[src/rtl/rvga_types.sv]
// Shared pipeline types: the control word passed between stages and the
// memory-operation enums it carries.
package rvga_types;

  localparam int XLEN = 32;

  typedef enum logic [1:0] {
    MEM_NONE  = 2'd0,
    MEM_LOAD  = 2'd1,
    MEM_STORE = 2'd2
  } mem_op_e;

  typedef enum logic [1:0] {
    SIZE_B = 2'd0,
    SIZE_H = 2'd1,
    SIZE_W = 2'd2
  } mem_size_e;

  typedef struct packed {
    logic            valid;
    mem_op_e         mem_op;
    mem_size_e       mem_size;
    logic            mem_unsigned;
    logic [XLEN-1:0] alu_result;
    logic [XLEN-1:0] rs2_data;
    logic [XLEN-1:0] rd_data;
    logic            exc_misaligned;
  } rvga_cword;

  function automatic logic is_misaligned(mem_size_e size, logic [1:0] addr_lo);
    return ((size == SIZE_H) && addr_lo[0]) || ((size == SIZE_W) && (addr_lo != 2'b00));
  endfunction

endpackage

[src/rtl/mem_align.sv]
// Byte-lane steering for the data bus: store byte enables and replicated
// store data, plus load extraction with sign/zero extension.
module mem_align
  import rvga_types::*;
(
  input  logic [1:0]      addr_lo,
  input  mem_size_e       size,
  input  logic            is_unsigned,
  input  logic [XLEN-1:0] rs2_data,
  input  logic [XLEN-1:0] rdata,
  output logic [3:0]      be,
  output logic [XLEN-1:0] wdata,
  output logic [XLEN-1:0] load_data
);

  logic [XLEN-1:0] shifted;

  always_comb begin
    // NOTE: every output gets a default before the case so no path can leave one unassigned and infer a latch.
    be        = 4'hF;
    wdata     = rs2_data;
    load_data = rdata;
    shifted   = rdata >> {addr_lo, 3'b000};
    case (size)
      SIZE_B: begin
        be        = 4'b0001 << addr_lo;
        wdata     = {4{rs2_data[7:0]}};
        load_data = {{24{~is_unsigned & shifted[7]}}, shifted[7:0]};
      end
      SIZE_H: begin
        be        = 4'b0011 << addr_lo;
        wdata     = {2{rs2_data[15:0]}};
        load_data = {{16{~is_unsigned & shifted[15]}}, shifted[15:0]};
      end
      default: ;
    endcase
  end

endmodule

[src/rtl/memory.sv]
// Memory-access stage: runs loads/stores over a req/gnt/rvalid bus and
// stalls upstream while a transaction is in flight.
module memory
  import rvga_types::*;
(
  input  logic            clk,
  input  logic            rst_n,
  input  logic            stall_in,
  input  rvga_cword       ex_mem_cword,
  output rvga_cword       mem_wb_cword,
  output logic            stall_out,
  output logic            dmem_req,
  output logic            dmem_we,
  output logic [XLEN-1:0] dmem_addr,
  output logic [3:0]      dmem_be,
  output logic [XLEN-1:0] dmem_wdata,
  input  logic            dmem_gnt,
  input  logic            dmem_rvalid,
  input  logic [XLEN-1:0] dmem_rdata
);

  typedef enum logic [1:0] {IDLE, REQ, RESP, DONE} state_e;

  state_e          state, state_next;
  rvga_cword       hold;
  logic            in_mem, in_misaligned, accept;
  logic [3:0]      be;
  logic [XLEN-1:0] wdata, load_data;

  assign in_mem        = ex_mem_cword.valid && (ex_mem_cword.mem_op != MEM_NONE);
  assign in_misaligned = in_mem && is_misaligned(ex_mem_cword.mem_size, ex_mem_cword.alu_result[1:0]);
  assign accept        = in_mem && !in_misaligned;
  assign stall_out     = (state != IDLE) || accept;

  mem_align u_align (
    .addr_lo     (hold.alu_result[1:0]),
    .size        (hold.mem_size),
    .is_unsigned (hold.mem_unsigned),
    .rs2_data    (hold.rs2_data),
    .rdata       (dmem_rdata),
    .be          (be),
    .wdata       (wdata),
    .load_data   (load_data)
  );

  // Bus signals are gated by REQ so they read zero whenever no request is up.
  assign dmem_req   = (state == REQ);
  assign dmem_we    = dmem_req && (hold.mem_op == MEM_STORE);
  assign dmem_addr  = dmem_req ? {hold.alu_result[XLEN-1:2], 2'b00} : '0;
  assign dmem_be    = dmem_req ? be : 4'h0;
  assign dmem_wdata = dmem_req ? wdata : '0;

  always_comb begin
    state_next = state;
    case (state)
      IDLE: if (!stall_in && accept) state_next = REQ;
      REQ:  if (dmem_gnt) state_next = (hold.mem_op == MEM_STORE) ? DONE : RESP;
      RESP: if (dmem_rvalid) state_next = DONE;
      DONE: if (!stall_in) state_next = IDLE;
      default: state_next = IDLE;
    endcase
  end

  // NOTE: sequential state uses non-blocking assignments so every register samples pre-edge values.
  always_ff @(posedge clk or negedge rst_n) begin
    if (!rst_n) begin
      state        <= IDLE;
      hold         <= '0;
      mem_wb_cword <= '0;
    end else begin
      state <= state_next;
      case (state)
        IDLE: begin
          if (!stall_in) begin
            if (accept) begin
              hold         <= ex_mem_cword;
              mem_wb_cword <= '0;
            end else begin
              mem_wb_cword                <= ex_mem_cword;
              mem_wb_cword.exc_misaligned <= ex_mem_cword.exc_misaligned | in_misaligned;
            end
          end
        end
        RESP: if (dmem_rvalid) hold.rd_data <= load_data;
        DONE: if (!stall_in) mem_wb_cword <= hold;
        default: ;
      endcase
    end
  end

endmodule

[config.mk]
export PLATFORM = sky130hd
export DESIGN_NAME = memory
export DESIGN_NICKNAME = d
export VERILOG_FILES = /design/src/rtl/rvga_types.sv /design/src/rtl/mem_align.sv /design/src/rtl/memory.sv
export SDC_FILE = /design/constraint.sdc
export NUM_CORES = 1
export LEC_CHECK = 0
export CORE_ASPECT_RATIO = 1.2
export CORE_MARGIN = 3
export CORE_UTILIZATION = 47
export DETAILED_ROUTE_END_ITERATION = 10
export PLACE_DENSITY = 0.8
export SYNTH_ARGS = -nofsm -noshare
export SYNTH_HDL_FRONTEND = slang
export SYNTH_SLANG_ARGS = --single-unit
[constraint.sdc]
create_clock -name clk -period 2.6 [get_ports clk]
set_input_delay 0.78 -clock clk [delete_from_list [all_inputs] [get_ports clk]]
set_output_delay 0.78 -clock clk [all_outputs]
set_load 0.005 [all_outputs]
== After elaboration in Yosys (flattened, before gate mapping) ==
Cells that the tools add are included.
Storage, ports and cells
  register bits: 208
  bits in latches: 0
  RAM bits: 0
  memory bits (read-only): 0
  input bits: 140
  output and inout bits: 174
  word-level logic and storage cells: 80
  memories: 0
Cells by class
  $add $sub $neg: 0
  multipliers: 0
  div/mod/pow operators: 0
  order comparisons: 0
  equality and inequality tests: 13
  shift operators: 3
  multiplexer cells: 20
  bitwise gates (word level): 5
  reductions and logical operators: 22
Operator list (number)
  $mux W103: 3
  $pmux W103 S2: 1
  $pmux W32 S2: 3
  $mux W32: 3
  $mux W33: 2
  $shr A32 B5 Y16: 1
  $ne A2 B2 Y1 const B: 5
  $reduce_bool A2 Y1: 5
  $eq A2 B2 Y1 const B: 4
  $mux W2: 4
  $pmux W2 S4: 1
  $pmux W4 S2: 1
  $reduce_and A4 Y1: 2
  $logic_and A1 B1 Y1: 7
  $eq A2 B1 Y1 const B: 3
  $reduce_and A3 Y1: 2
  $logic_not A2 Y1: 2
  $mux W4: 1
  $shl A1 B2 Y4 const A: 1
  $shl A2 B2 Y4 const A: 1
  $and A1 B1 Y1: 2
  $logic_not A1 Y1: 2
  $logic_or A1 B1 Y1: 2
  $ne A2 B1 Y1 const B: 1
  other kinds (3): 4

== Longest topological paths before layout ==
  depth in word-level cells: 9
  mapped depth: 9
  depth with buffers taken out: 7

== Hierarchy ==
From an unflattened synthesis, not the netlist that was laid out.
Unflattened totals
  cell total of the unflattened synthesis: 1018
  area, all modules: 10645.2 µm²
Modules (own cells, without submodules)
  memory: times used 1, cells each 827, area an instance 9308.9 µm², seq. area each 5205.0 µm²
  mem_align: times used 1, cells each 191, area an instance 1336.3 µm², seq. area each 0.0 µm²

== Worst setup path after synthesis ==
No wires, ideal clock.
  path kind: in2reg
  from: input port ex_mem_cword[65] (netlist name)
  to: register hold[98] (netlist name)
  setup time: 0.128 ns
  arrival time: 2.150 ns
  required time: 2.472 ns
  path slack: 0.323 ns
  stages on the path: 5
  path buffers: 1
  cell sequence: o21ba_2 -> a2111oi_4 -> nand2_2 -> buf_2 -> mux2_1
On the way
  longest elaborated chain between the ends: 7
  elaborated cells between the ends (all ways): 8
  classes of those cells: reduce/logical: 8
RTL lines
  start, declared: RTL line memory.sv:9  | input rvga_cword ex_mem_cword,
  $reduce_bool A2 Y1: RTL line rvga_types.sv:31  | return ((size == SIZE_H) && addr_lo[0]) || ((size == SIZE_W) && (addr_lo != 2'b00));
  $logic_and A1 B1 Y1: RTL line rvga_types.sv:31
  $logic_or A1 B1 Y1 *: RTL line rvga_types.sv:31
  $logic_and A1 B1 Y1 *: RTL line memory.sv:31  | assign in_misaligned = in_mem && is_misaligned(ex_mem_cword.mem_size, ex_mem_cword.alu_result[1:0]);
  $logic_not A1 Y1 *: RTL line memory.sv:32  | assign accept = in_mem && !in_misaligned;
  $logic_and A1 B1 Y1 *: RTL line memory.sv:32
  $reduce_and A3 Y1 (no line) *
  end signal, assigned: RTL line memory.sv:76  | hold <= ex_mem_cword;
  end, declared: RTL line memory.sv:25  | rvga_cword hold;
Every way passes the cells marked *; elsewhere a longest branch is shown, timed or not.
A chain may end at the register's enable or synchronous reset.

== Worst setup path after layout ==
  from: input port ex_mem_cword[99] (netlist name)
  to: output port stall_out
On the way
  longest elaborated chain between the ends: 7
  elaborated cells between the ends (all ways): 9
  classes of those cells: eq/ne: 2; reduce/logical: 7
RTL lines
  $eq A2 B1 Y1 or $eq A2 B2 Y1 (tied branches): RTL line rvga_types.sv:31
  $logic_and A1 B1 Y1: RTL line rvga_types.sv:31
  $logic_or A1 B1 Y1 *: RTL line rvga_types.sv:31
  $logic_and A1 B1 Y1 *: RTL line memory.sv:31
  $logic_not A1 Y1 *: RTL line memory.sv:32
  $logic_and A1 B1 Y1 *: RTL line memory.sv:32
  $logic_or A1 B1 Y1 *: RTL line memory.sv:33  | assign stall_out = (state != IDLE) || accept;
  end, declared: RTL line memory.sv:11  | output logic stall_out,
Marked as above.

==> results.md <==
* CP Class: input pin to output pin
* Fmax at roughly 0.37 GHz
* Leak at 6.69 nW
* Post-Syn Area at 10200 um^2
* Worst path cell trace: clkdlybuf4s50_1 -> and3b_1 -> a21o_1 -> o21ai_2 -> buf_2
* Synth top area share at 50.9%
* Routability-driven placement congestion ratio at 0.867
* Worst reg-to-reg setup slack at 0.36 ns
* Post-synthesis sequential area ratio at about 51%
* Max FO, Critical Path at 2
* # nets final at 1514
* 1st-iter DRT viols at ~600
* Final Cycle Share at 103%
* First-pass DRT Iterations at 6
* Final antenna-violating net count at 0
* Yosys reg bits at 208
* Area growth from synthesis to layout at 46.9%
* Failing checks: negative setup slack
* Io pins at 314
* GRT Total Usage at 28.8%
* RSZ-0062 raised after global routing: true
* Critical path's top delay family: buffers and inverters
* Maximum clock skew at final layout at 0.0292 ns
* Fin worst setup slack at -0.0680 ns
* Peak supply drop at 0.674 mV
* Area of the die at 23600 um^2
* Number of synthesized flops with an enable pin at 0
* # setup viols final at 10
* PortBufs at 311
* Worst hold margin at 0.250 ns
* TritonCTS buffer count at 22
* DR DRC count at 0
* Share of cells above drive strength 1 at between 20% and 30%
* Root buffer cell: clkbuf_16
* Dpl cell area at 14000 um^2
* Num rows at 58
* Largest net degree at the start of global routing at 67
* RR Endpoint: hold[21]
* Peak per-stage delay on the critical path at around 0.48 ns
* Crit. End Element: output pin
* Worst setup path startpoint: ex_mem_cword[99]
* Critical path arrival at between 1.5 and 2 ns
* Share of flip-flops with an asynchronous set or reset at 100%
* Status: finished, violations left
* Synth unique cells at 46
* Fin. max-slew vios at 0
* Final min period at 2.67 ns
* CTS clk-pin slew, worst paths at 0.06 ns
* First-pass GRT wire length at 54600 um
* Gate count after technology mapping at 1026
* CP Depth at 5
* Fillers at 1583
* RR Startpoint: state[0]
* Initial antenna violation count at 3
* Buf+Inv Stages, Crit Path at 2
* PwrDens at 1190 nW/um^2
* H-tree levels at 1
* Vias in the first global route at 9901
* Crit path to: stall_out
* Cell type with the largest total area after synthesis: dfrtp_1
* Sum of negative setup slack at -0.415 ns
* Vias/cell at around 5.7
* Reg2Reg Depth at 9
* Routed WL per cell at 21.3 um
* Core Area at between 20000 and 25000 um^2
* Req. time, crit path at 1.82 ns
* Total global routing overflow at 0
* Slowest cell on the critical path: clkdlybuf4s50_1
* DRT Wirelength at 35400 um
* Slew at the pin closest to its max-slew limit at 0.652 ns
* Syn Area/Cell at approximately 10 um^2
* TritonCTS clock tree: done
* Crit start category: input pin
* Worst Hold Class: input pin to async pin
* Initial core utilization at 48.3%
* Via count at around 9500
* Chip width at roughly 140 um
* Relative slew slack at between 50 and 60%
* Hold Vio Cnt, Final at 0
* Post-cts hold buffer count at 0
* Top FF cell, synth: dfrtp_1
* Synth top area cells: dfrtp_1 (51%), a22oi_1 (7.6%), mux2_2 (7.0%), nand2_1 (5.6%), o21ai_0 (5.6%)
* Post-route cell area at 15000 um^2
* Worst-skew pair later-pin latency at 0.51 ns
* Die span in y at approximately 170 um
* Max-cap violations at 0
* Clock sink total at 208
* Hpwl dp at about 24000 um
* Clock Path Buffers at 3
* Synthesis Warnings at 0
## report_power, final
group          internal [mW]  leakage (nW)  total [mW]  switching, mW
sequential              4.66          2.61        5.78           1.12
combinational           4.62          3.75        9.11           4.49
clock                   1.71         0.333        3.00           1.29
total                   11.0          6.69        17.9           6.90
## cell usage after synthesis (3+ instances only)
cell type,n
nand2b_1,6
nand3_1,10
buf_2,13
a22oi_1,104
o221ai_1,8
nor2b_1,7
buf_1,5
inv_1,6
a21o_1,14
o31ai_1,8
nor2_1,51
mux2_1,7
mux2_2,64
clkbuf_1,69
a21oi_1,46
a211oi_1,9
o211ai_1,6
dfrtp_1,208
o221a_1,3
and2_1,38
mux2i_1,27
nand2_1,153
a211oi_2,7
o21ai_0,114
a31oi_1,7
ha_1,5
## area by class of cell
class / count / area [um^2] / share of cell area [%]
diodes: 2 / 5.00 / 0.0333
clock buffers: 33 / 643 / 4.28
clock inverters: 6 / 40.0 / 0.266
inverters: 6 / 26.3 / 0.175
multi-input cells: 722 / 4900 / 32.6
flip-flops and latches: 208 / 5210 / 34.6
well taps: 270 / 338 / 2.25
repair buffers: 409 / 3870 / 25.8
## worst reg2reg max path: stages (launching register included)
cell and delay (ns):
dfrtp_1 0.41, buf_4 0.17, inv_1 0.11, ha_1 0.21
buf_4 0.23, nand3b_1 0.15, o31a_1 0.38, buf_12 0.21
a211oi_1 0.21, a21o_1 0.11
## metrics by stage
step	utilization, %	worst slack [ns]	total power [mW]	instances
after floorplan	-	0.323	9.69	1027
after global placement	66.0	-0.580	13.7	1581
after detailed placement	66.0	-0.615	14.0	1581
after CTS	70.4	-0.163	17.4	1641
after global routing	70.9	-0.124	19.0	1655
final	70.9	-0.0680	17.9	1656
## metal layers
metal | wire length, um | GRT usage (%) | up-vias
li1 | - | - | 4358
met1 | 13500 | 35.3 | 4593
met2 | 17100 | 47.7 | 463
met3 | 2890 | 6.91 | 105
met4 | 1870 | 13.8 | 2
met5 | 12 | 0 | -
## worst min path at each step
stage | startpoint | to | slack, ns | depth (start not counted)
2_1_floorplan | hold[102] | hold[102] | 0.44 | 1
3_3_place_gp | hold[102] | hold[102] | 0.46 | 1
3_5_place_dp | hold[102] | hold[102] | 0.47 | 1
4_1_cts | rst_n | mem_wb_cword[33] | 0.27 | 1
5_1_grt | rst_n | mem_wb_cword[33] | 0.29 | 1
6_report | rst_n | mem_wb_cword[33] | 0.25 | 1
## flip-flops by register name, indices dropped and copies added, names as in the netlist
register	count
hold	103
mem_wb_cword	103
state	2
## repair_timing
action                     CTS  global route
setup buffers               19            13
resized for setup          157           157
gates cloned                 2             2
setup endpoints to repair   69            54
pin swaps                    7             9
## cell usage in the layout (no fill, tap or decap), drive strengths merged, types with 46 or more instances in the layout
master | netlist | final
a21oi | 46 | 46
a22oi | 104 | 104
buf | 22 | 112
clkbuf | 69 | 85
clkdlybuf4s50 | 0 | 238
dfrtp | 208 | 208
mux2 | 71 | 71
nand2 | 154 | 154
nor2 | 51 | 51
o21ai | 115 | 115
## cell families after synthesis
group	after synthesis	synth area share [%]
AO/OA/AOI/OAI	340	21.9
adder cells (fa/ha/maj)	5	0.611
buffers and inverters	97	3.94
flip-flops	208	50.9
multiplexers	100	10.9
other	1	0.0366
AND/OR/NAND/NOR	275	11.7
Note: power is estimated with default switching activity, not from simulation.
